[config.mk]
export PLATFORM = sky130hd
export DESIGN_NAME = clk_period_meas_flat
export DESIGN_NICKNAME = d
export VERILOG_FILES = /design/src/rtl/clk_meas_pkg.sv /design/src/rtl/clk_period_meas_if.sv /design/src/rtl/sync_edge_det.sv /design/src/rtl/clk_period_meas.sv /design/src/flat_wrapper.sv
export SDC_FILE = /design/constraint.sdc
export NUM_CORES = 1
export LEC_CHECK = 0
export ABC_AREA = 1
export BUFFER_PORTS_ARGS = -buffer_cell sky130_fd_sc_hd__buf_4
export CAP_MARGIN = 40
export CORE_ASPECT_RATIO = 1.1
export CORE_MARGIN = 1.5
export CORE_UTILIZATION = 50
export CTS_CLUSTER_DIAMETER = 40
export DETAILED_ROUTE_END_ITERATION = 7
export HOLD_SLACK_MARGIN = 0.12
export PLACE_DENSITY = 0.63
export SLEW_MARGIN = 15
export SYNTH_ARGS = -nofsm -noshare
export SYNTH_HDL_FRONTEND = slang
export SYNTH_SLANG_ARGS = --single-unit
[constraint.sdc]
create_clock -name clk -period 4.1 [get_ports clk]
set_input_delay 0.615 -clock clk [delete_from_list [all_inputs] [get_ports clk]]
set_output_delay 0.615 -clock clk [all_outputs]
set_load 0.01 [all_outputs]
[src/rtl/clk_meas_pkg.sv]
// Shared types and width helpers for the clock period meter.
// Imported by the sync front end and the measurement top level.
package clk_meas_pkg;

   typedef enum logic [1:0] {
      IDLE,
      ARM,
      MEASURE,
      DONE
   } state_t;

   localparam int MIN_SYNC_STAGES = 2;

   // Accumulator holds the sum of 2^avg_log2 period counts.
   function automatic int acc_width(input int cnt_w, input int avg_log2);
      return cnt_w + avg_log2;
   endfunction

   // Index must be able to hold 2^avg_log2 - 1.
   function automatic int idx_width(input int avg_log2);
      return avg_log2 + 1;
   endfunction

endpackage

[src/rtl/clk_period_meas_if.sv]
// Result channel of the clock period meter.
// Master drives the result, slave consumes it with i_ready.
interface clk_period_meas_if #(
   parameter int CNT_WIDTH = 16
) ();

   logic                 o_valid;
   logic                 i_ready;
   logic [CNT_WIDTH-1:0] o_period;
   logic [CNT_WIDTH-1:0] o_high;
   logic                 o_timeout;

   modport master (
      output o_valid,
      output o_period,
      output o_high,
      output o_timeout,
      input  i_ready
   );

   modport slave (
      input  o_valid,
      input  o_period,
      input  o_high,
      input  o_timeout,
      output i_ready
   );

endinterface

[src/rtl/sync_edge_det.sv]
// Multi-flop synchroniser for an asynchronous level,
// followed by a delay flop for rise/fall pulse detection.
module sync_edge_det
   import clk_meas_pkg::*;
#(
   parameter int SYNC_STAGES = 2
) (
   input  logic clk,
   input  logic n_rst,
   input  logic d,
   output logic sync,
   output logic rise,
   output logic fall
);

   localparam int STAGES = (SYNC_STAGES < MIN_SYNC_STAGES) ?
                           MIN_SYNC_STAGES : SYNC_STAGES;

   logic [STAGES-1:0] sync_q;
   logic              dly_q;

   // Shift the async input through the synchroniser chain.
   always_ff @(posedge clk or negedge n_rst) begin
      if (!n_rst) begin
         sync_q <= '0;
         dly_q  <= 1'b0;
      end else begin
         sync_q <= {sync_q[STAGES-2:0], d};
         dly_q  <= sync_q[STAGES-1];
      end
   end

   assign sync = sync_q[STAGES-1];
   assign rise = sync & ~dly_q;
   assign fall = ~sync & dly_q;

endmodule

[src/rtl/clk_period_meas.sv]
// Measures period and high time of a slow async clock in clk cycles,
// averaged over 2^AVG_LOG2 periods, with a timeout for stuck inputs.
module clk_period_meas
   import clk_meas_pkg::*;
#(
   parameter int CNT_WIDTH   = 16,
   parameter int SYNC_STAGES = 2,
   parameter int AVG_LOG2    = 2
) (
   input  logic                  clk,
   input  logic                  n_rst,
   input  logic                  i_en,
   input  logic                  i_clk_in,
   output logic                  o_busy,
   clk_period_meas_if.master     res
);

   localparam int CW    = CNT_WIDTH;
   localparam int ACC_W = acc_width(CNT_WIDTH, AVG_LOG2);
   localparam int IDX_W = idx_width(AVG_LOG2);

   localparam logic [CW-1:0]    TO_LIM = '1;
   localparam logic [IDX_W-1:0] LAST   = IDX_W'((1 << AVG_LOG2) - 1);

   logic sync;
   logic rise;
   logic fall;

   state_t            state, state_n;
   logic [CW-1:0]     per_cnt, per_n;
   logic [CW-1:0]     hi_cnt, hi_n;
   logic              hi_stop, hi_stop_n;
   logic [ACC_W-1:0]  acc_p, acc_p_n;
   logic [ACC_W-1:0]  acc_h, acc_h_n;
   logic [IDX_W-1:0]  idx, idx_n;
   logic [CW-1:0]     res_p, res_p_n;
   logic [CW-1:0]     res_h, res_h_n;
   logic              res_to, res_to_n;
   logic [ACC_W-1:0]  sum_p;
   logic [ACC_W-1:0]  sum_h;

   sync_edge_det #(
      .SYNC_STAGES (SYNC_STAGES)
   ) u_sync (
      .clk   (clk),
      .n_rst (n_rst),
      .d     (i_clk_in),
      .sync  (sync),
      .rise  (rise),
      .fall  (fall)
   );

   // State, counters, accumulators and held result.
   always_ff @(posedge clk or negedge n_rst) begin
      if (!n_rst) begin
         state   <= IDLE;
         per_cnt <= '0;
         hi_cnt  <= '0;
         hi_stop <= 1'b0;
         acc_p   <= '0;
         acc_h   <= '0;
         idx     <= '0;
         res_p   <= '0;
         res_h   <= '0;
         res_to  <= 1'b0;
      end else begin
         state   <= state_n;
         per_cnt <= per_n;
         hi_cnt  <= hi_n;
         hi_stop <= hi_stop_n;
         acc_p   <= acc_p_n;
         acc_h   <= acc_h_n;
         idx     <= idx_n;
         res_p   <= res_p_n;
         res_h   <= res_h_n;
         res_to  <= res_to_n;
      end
   end

   // Next-state and datapath: ARM catches a rise, MEASURE sums
   // periods until enough are collected or the counter saturates.
   always_comb begin
      state_n   = state;
      per_n     = per_cnt;
      hi_n      = hi_cnt;
      hi_stop_n = hi_stop;
      acc_p_n   = acc_p;
      acc_h_n   = acc_h;
      idx_n     = idx;
      res_p_n   = res_p;
      res_h_n   = res_h;
      res_to_n  = res_to;
      sum_p     = acc_p + ACC_W'(per_cnt);
      sum_h     = acc_h + ACC_W'(hi_cnt);

      if (!i_en) begin
         state_n   = IDLE;
         per_n     = '0;
         hi_n      = '0;
         hi_stop_n = 1'b0;
         acc_p_n   = '0;
         acc_h_n   = '0;
         idx_n     = '0;
      end else begin
         unique case (state)
            IDLE: begin
               state_n = ARM;
               per_n   = '0;
            end
            ARM: begin
               if (rise) begin
                  state_n   = MEASURE;
                  per_n     = CW'(1);
                  hi_n      = CW'(1);
                  hi_stop_n = 1'b0;
                  acc_p_n   = '0;
                  acc_h_n   = '0;
                  idx_n     = '0;
               end else if (per_cnt == TO_LIM) begin
                  state_n  = DONE;
                  res_p_n  = '1;
                  res_h_n  = sync ? '1 : '0;
                  res_to_n = 1'b1;
               end else begin
                  per_n = per_cnt + CW'(1);
               end
            end
            MEASURE: begin
               if (rise) begin
                  acc_p_n   = sum_p;
                  acc_h_n   = sum_h;
                  idx_n     = idx + IDX_W'(1);
                  per_n     = CW'(1);
                  hi_n      = CW'(1);
                  hi_stop_n = 1'b0;
                  if (idx == LAST) begin
                     state_n  = DONE;
                     res_p_n  = CW'(sum_p >> AVG_LOG2);
                     res_h_n  = CW'(sum_h >> AVG_LOG2);
                     res_to_n = 1'b0;
                  end
               end else if (per_cnt == TO_LIM) begin
                  state_n  = DONE;
                  res_p_n  = '1;
                  res_h_n  = sync ? '1 : '0;
                  res_to_n = 1'b1;
               end else begin
                  per_n = per_cnt + CW'(1);
                  if (fall) begin
                     hi_stop_n = 1'b1;
                  end else if (!hi_stop) begin
                     hi_n = hi_cnt + CW'(1);
                  end
               end
            end
            DONE: begin
               if (res.i_ready) begin
                  state_n = ARM;
                  per_n   = '0;
                  hi_n    = '0;
               end
            end
            default: begin
               state_n = IDLE;
            end
         endcase
      end
   end

   assign res.o_valid   = (state == DONE);
   assign res.o_period  = res_p;
   assign res.o_high    = res_h;
   assign res.o_timeout = res_to;
   assign o_busy        = (state == ARM) | (state == MEASURE);

endmodule
[src/flat_wrapper.sv]
// flat-port wrapper written by rule: the top's interface ports become plain ports
module clk_period_meas_flat import clk_meas_pkg::*;
#(
   parameter int CNT_WIDTH   = 16,
   parameter int SYNC_STAGES = 2,
   parameter int AVG_LOG2    = 2
)
  (clk, n_rst, i_en, i_clk_in, o_busy, res_o_valid, res_o_period, res_o_high, res_o_timeout, res_i_ready);
  clk_period_meas_if #(.CNT_WIDTH(CNT_WIDTH)) res_i ();
  input  logic clk;
  input  logic n_rst;
  input  logic i_en;
  input  logic i_clk_in;
  output logic o_busy;
  output wire logic [$bits(res_i.o_valid)-1:0] res_o_valid;
  output wire logic [$bits(res_i.o_period)-1:0] res_o_period;
  output wire logic [$bits(res_i.o_high)-1:0] res_o_high;
  output wire logic [$bits(res_i.o_timeout)-1:0] res_o_timeout;
  input wire logic [$bits(res_i.i_ready)-1:0] res_i_ready;
  assign res_o_valid = res_i.o_valid;
  assign res_o_period = res_i.o_period;
  assign res_o_high = res_i.o_high;
  assign res_o_timeout = res_i.o_timeout;
  assign res_i.i_ready = res_i_ready;
  clk_period_meas #(.CNT_WIDTH(CNT_WIDTH), .SYNC_STAGES(SYNC_STAGES), .AVG_LOG2(AVG_LOG2)) u_core (.clk(clk), .n_rst(n_rst), .i_en(i_en), .i_clk_in(i_clk_in), .o_busy(o_busy), .res(res_i));
endmodule
======== Yosys cells after proc, flatten, opt, wreduce, memory -nomap -nowiden ========
Index checks and enable logic that the tools add are counted.
cells by class
  bitwise gates (word level) .............. 5
  $mul .................................... 0
  shifts and indexed selects .............. 0
  multiplexer cells ....................... 52
  equal/unequal tests ..................... 18
  magnitude comparators ................... 0
  reduce and logical (&&, ||, !) cells .... 9
  $add $sub $neg .......................... 5
  divide/modulo/power cells ............... 0
operators with widths
  cell                                            count
  two-way mux 16 bit                              19
  one-hot mux 16 bit (3 select lines)             2
  two-way mux 18 bit                              5
  one-hot mux 18 bit (2 select lines)             2
  one-hot mux 16 bit (2 select lines)             2
  adder 18 x 16 -> 18 bit                         2
  adder 16 x 1 -> 16 bit (second input constant)  2
  == test 16 bit (second input constant)          1
  != test 4 x 3 -> 1 bit (second input constant)  4
  two-way mux 2 bit                               6
  two-way mux 1 bit                               9
  two-way mux 3 bit                               3
  != test 3 x 2 -> 1 bit (second input constant)  3
  one-hot mux 2 bit (4 select lines)              1
  AND reduction 4 bit                             2
  one-hot mux 3 bit (2 select lines)              1
  AND reduction 6 bit                             1
  == test 2 bit (second input constant)           2
  != test 4 x 1 -> 1 bit (second input constant)  1
  != test 4 x 2 -> 1 bit (second input constant)  1
  != test 4 bit (second input constant)           1
  one-hot mux 1 bit (2 select lines)              2
  AND reduction 2 bit                             2
  adder 3 x 1 -> 3 bit (second input constant)    1
  other kinds (12)                                14
storage, ports and cells
  memories kept ........................... 0
  bits in read-only memories .............. 0
  bits in registers ....................... 110
  output and inout port bits .............. 35
  latch bits .............................. 0
  bits in writable memories ............... 0

======== Longest topological paths before layout ========
  depth in word-level cells ............... 7
  mapped depth ............................ 16

======== Modules after synthesis ========
Synthesis repeated with hierarchy kept, for this count alone.
second synthesis, totals
  cells, all modules ...................... 1080
  area, all modules ....................... 7562.3 µm²
by module, submodules not included
  module           cells each  seq. area each (µm²)  instances  area each (µm²)
  clk_period_meas  1073        2677.6                1          7472.2
  sync_edge_det    7           75.1                  1          90.1

======== Worst setup path before layout ========
Ideal clock, no wire load.
  path kind ............................... register to register
  from .................................... reg u_core.state[0]
  to ...................................... reg u_core.res_p[1], in the netlist u_core.res.o_period[1]
  data required time ...................... 3.983 ns
  arrival time ............................ 1.854 ns
  clock period less this slack ............ 1.971 ns
  setup slack ............................. 2.129 ns
  path buffers ............................ 2
  stages on the path, launching flop included .. 13
  cell sequence ........................... dfrtp_1 > inv_1 > ha_1 > buf_4 > inv_4 > nand2_4 > nor3_2 > nand2_1 > inv_2 > buf_4 > nand2_1 > o21ai_1 > inv_1
on the way
  longest elaborated chain between the ends .. 3
RTL lines
  what                                                            RTL line                source
  start, declared                                                 clk_period_meas.sv:29   state_t state, state_n;
  start signal, assigned                                          clk_period_meas.sv:67   state <= state_n;
  == test 2 bit / == test 2 x 1 -> 1 bit (equally long branches)  clk_period_meas.sv:105  unique case (state)
  != test 3 bit (no source line), or another cell as far along    --
  AND reduction 4 bit (no source line)                            --
  end signal, assigned                                            clk_period_meas.sv:74   res_p <= res_p_n;
  end, declared                                                   clk_period_meas.sv:36   logic [CW-1:0] res_p, res_p_n;
Parallel ways exist; a longest one is shown, timed or not.
A chain may end at the register's enable or synchronous reset.

======== Worst setup path in the final report ========
  from .................................... reg u_core.state[0]
  to ...................................... reg u_core.res_p[10], in the netlist u_core.res.o_period[10]
Same word-level chain as after synthesis.

==> tab_implementation.tex <==
\begin{tabular}{lr}
\hline
Metric & Value \\
\hline
\multicolumn{2}{l}{\textbf{GRT}} \\
Overall global routing resource usage & 0.2670 \\
Remaining global-route overflow & 0 \\
Vias in the first global route & $\sim$6700 \\
First-pass GRT wire length & between 30 and 40 mm \\
Number of antenna violations at the first check in global routing & 0 \\
Maximum number of pins on one net before global-route repair & 40 \\
\multicolumn{2}{l}{\textbf{CTS}} \\
Num CTS Buffers & 9 \\
CTS tree & built \\
TritonCTS sink count & 110 \\
Root Driver & sky130\_fd\_sc\_hd\_\_clkbuf\_16 \\
Deepest level of the CTS H-tree & 3 \\
Worst-Skew Late Latency & $\sim$0.36 ns \\
CTS-repair resized insts & 0 \\
CTS clk-pin slew, worst paths & 0.08 ns \\
CTS max path bufs & 2 \\
CTS Hold Buffers Added & 0 \\
Post-CTS Repair Setup Buffers & 0 \\
\multicolumn{2}{l}{\textbf{Floorplan}} \\
Horiz. Die Dim & around 120 um \\
Placeable core region & between 15000 and 20000 um2 \\
Top-level I/O count & 40 \\
Total die area & 16280 um2 \\
Placement Rows & 47 \\
Die Ht & around 130 um \\
Initial core utilization & 0.5135 \\
\multicolumn{2}{l}{\textbf{Drt}} \\
Number of iterations in the first detailed-routing pass & 5 \\
Vias after detailed routing & a little over 7000 \\
Number of antenna-violating nets in the routed design & 0 \\
Detailed-route vias per instance & approximately 5.3 \\
Routed wire length & 20.83 mm \\
Final routed DRC violation total & 0 \\
Initial DRC count & about 480 \\
Routed wire length per instance & 15.45 um \\
\multicolumn{2}{l}{\textbf{Layout}} \\
Final standard cell utilization of the core & 0.5601 \\
Number of fill cells & 1531 \\
Synthesis-to-layout area growth & 9.060\% \\
Area occupied by registers & around 2800 um2 \\
Number of standard cells in the final layout excluding fillers & between 1000 and 1500 \\
Diodes inserted & 0 \\
Area occupied by multi-input gates & between 4000 and 5000 um2 \\
Layout cells sized above 1 & 0.09462 \\
Total Nets Final & approximately 1200 \\
\multicolumn{2}{l}{\textbf{Yosys}} \\
Number of synthesis warnings & 0 \\
Top\_reg\_cell synth & sky130\_fd\_sc\_hd\_\_dfrtp\_1 \\
Netlist area before placement & 7761 um2 \\
Post-Syn Area per Cell & 6.930 um2 \\
Synthesized-area fraction occupied by xor and xnor cells & 0.01354 \\
Portion of the post-synthesis area used by sequential elements & 0.3547 \\
Synth Instances & between 1000 and 1500 \\
Largest family of logic cells by synthesized area & simple AND/OR/NAND/NOR gates \\
Proportion of netlist area held by the largest area contributor & 0.3547 \\
Async S/R FF share, synth & 1.000 \\
Flops \& latches, synth & 110 \\
Synthesized-area fraction occupied by ao, oa, aoi and oai cells & 0.1087 \\
Largest area contributor in the netlist & sky130\_fd\_sc\_hd\_\_dfrtp\_1 \\
Synthesized-area fraction occupied by adder cells & 0.07287 \\
EDFF count, synth & 0 \\
Area fraction in and, or, nand and nor cells after synthesis & 0.3587 \\
Unique cell type count in the Yosys netlist & between 40 and 50 \\
Mux cell area share after synthesis & 0 \\
Main area contributors after synthesis & sky130\_fd\_sc\_hd\_\_dfrtp\_1 35\%, sky130\_fd\_sc\_hd\_\_nand2\_1 18\%, sky130\_fd\_sc\_hd\_\_ha\_1 6.8\% \\
Net count of the mapped netlist & 1169 \\
\multicolumn{2}{l}{\textbf{STA}} \\
Slew Limit Fails & 0 \\
Hold Fails Final Rpt & 0 \\
Worst slew slack as a fraction of its limit & 0.5242 \\
Minimum period implied by the final worst setup slack & 2.886 ns \\
Max Clock Skew & between 0.008 and 0.009 ns \\
Peak clock frequency supported by timing & 346.6 MHz \\
Portion of the clock cycle consumed by the worst path in the final layout & 0.7038 \\
Setup violators final & 0 \\
Setup repair after global routing missed its margin & false \\
Worst Slack Setup Final & $\sim$1.2 ns \\
Pin slew with the least headroom to its limit & between 0.7 and 0.8 ns \\
Total Negative Setup Slacks & 0 ns \\
\multicolumn{2}{l}{\textbf{Power}} \\
Cell Pwr Density & around 280 nW/um2 \\
Leakage component of the power & $\sim$4.5 nW \\
Overall Power & around 2.4 mW \\
VDD IR-drop max & $\sim$0.19 mV \\
\multicolumn{2}{l}{\textbf{Job}} \\
Number of maximum-capacitance violations & 0 \\
\multicolumn{2}{l}{\textbf{Worst setup path}} \\
Category of the worst setup path capture point & flop \\
Crit start category & flop \\
Crit Path Category & flop to flop \\
Ordered list of cells on the worst path & inv\_1, ha\_1, inv\_4, nand2\_4, inv\_2, nand2\_4, inv\_2, nor2\_4, inv\_2, nand2\_1, nand2\_2, or2\_1, nand2\_1, inv\_1 \\
Master of the slowest instance on the critical path & sky130\_fd\_sc\_hd\_\_ha\_1 \\
Max Fanout on Critical Path & 22 \\
Largest stage delay on the critical path & roughly 0.51 ns \\
Critical path origin & u\_core.state[0] \\
Reg2reg start & u\_core.state[0] \\
Dominant cell type by count on the critical path & sky130\_fd\_sc\_hd\_\_inv\_2 \\
Slack of the worst reg-to-reg path & 1.21 ns \\
Critical Path RT & about 4.4 ns \\
Critical path data arrival time & roughly 3.2 ns \\
\multicolumn{2}{l}{\textbf{Placed design}} \\
Number of cells after detailed placement & between 1000 and 1500 \\
Port bufs & 39 \\
Worst setup slack before clock tree synthesis & $\sim$1.2 ns \\
Global placement routability congestion & $\sim$0.92 \\
Detailed placement HPWL & roughly 16 mm \\
\multicolumn{2}{l}{\textbf{Outcome}} \\
Outcome & complete, no violations \\
\multicolumn{2}{l}{\textbf{Min path}} \\
Path category of the worst min-delay check & input port to asynchronous set/reset pin \\
\hline
\end{tabular}
## state kept, by name (all words and copies together) (netlist names)
register,count
u_core.acc_h,18
u_core.u_sync.sync_q,2
u_core.state,2
u_core.idx,3
u_core.hi_cnt,16
u_core.per_cnt,16
u_core.hi_stop,1
u_core.res.o_timeout,1
u_core.u_sync.dly_q,1
u_core.res.o_period,16
u_core.acc_p,18
u_core.res.o_high,16
## worst max-delay path: cells and delay by family (launching register included)
family / cells / cell delay (ns)
flops: 1 / 0.41
fa+ha+maj: 1 / 0.51
simple gates: 7 / 1.23
buf+inv: 6 / 0.63
## kinds of logic after synthesis
kind of cell,Yosys count
and+or+nand+nor,641
buffers and inverters,170
AOI/OAI and AO/OA,143
DFF,110
adders and majority gates,44
xor gates and xnor gates,12
## per-stage QoR
stage / area [um2] / hold WS, ns
after floorplan: 7761 / 0.3194
final: 8464 / 0.1849
after detailed placement: 8169 / 0.3434
after CTS: 8464 / 0.2029
after global placement: 8154 / 0.3430
after global routing: 8464 / 0.2217
## layer usage
layer	global-route usage	routed length, um	part of all wire	up-vias
met5	0	0	0	-
met4	0.09608	471	0.023	0
met3	0.02440	530	0.025	28
met2	0.4697	10660	0.51	116
met1	0.3390	9171	0.44	3309
li1	-	-	-	3674
## cells in the mapped netlist, drive strengths merged, types with 10 or more instances
master,number
o21ai,64
nand2,386
nor3,15
nand3,107
buf,22
nand4,29
nor2,93
a21oi,49
xnor2,10
inv,142
dfrtp,110
ha,42
## power breakdown
| part | switching (mW) | internal (mW) | total (mW) |
|---|---|---|---|
| combinational | 0.191 | 0.119 | 0.310 |
| sequential | 0.0479 | 1.14 | 1.18 |
| clock | 0.431 | 0.452 | 0.883 |
| total | 0.670 | 1.71 | 2.38 |
## final timing paths
check | end | cells after the start
max | u_core.res.o_period[10] | 14
min | u_core.res.o_high[11] | 1
max reg2reg | u_core.res.o_period[10] | 14
min reg2reg | u_core.u_sync.sync_q[1] | 0
max in group asynchronous | u_core.per_cnt[14] | 2
min in group clk | u_core.u_sync.sync_q[1] | 0
## cell type report
class                   count  area share
clock buffers              11     0.02986
clock inverters             5    0.005026
inverters                 142     0.06327
multi-input cells         840      0.5078
flip-flops and latches    110      0.3252
well taps                 196     0.02897
repair buffers             44     0.03991
## layout by cell type (no fill, tap or decap), drive strengths merged, types with 15 or more instances in the layout
master  instances
nand4          29
buf            44
inv           143
nor2           93
nand2         386
a21oi          49
dfrtp         110
nor3           15
ha             42
o21ai          64
nand3         107
No activity file was read; power rests on OpenSTA's default activity.
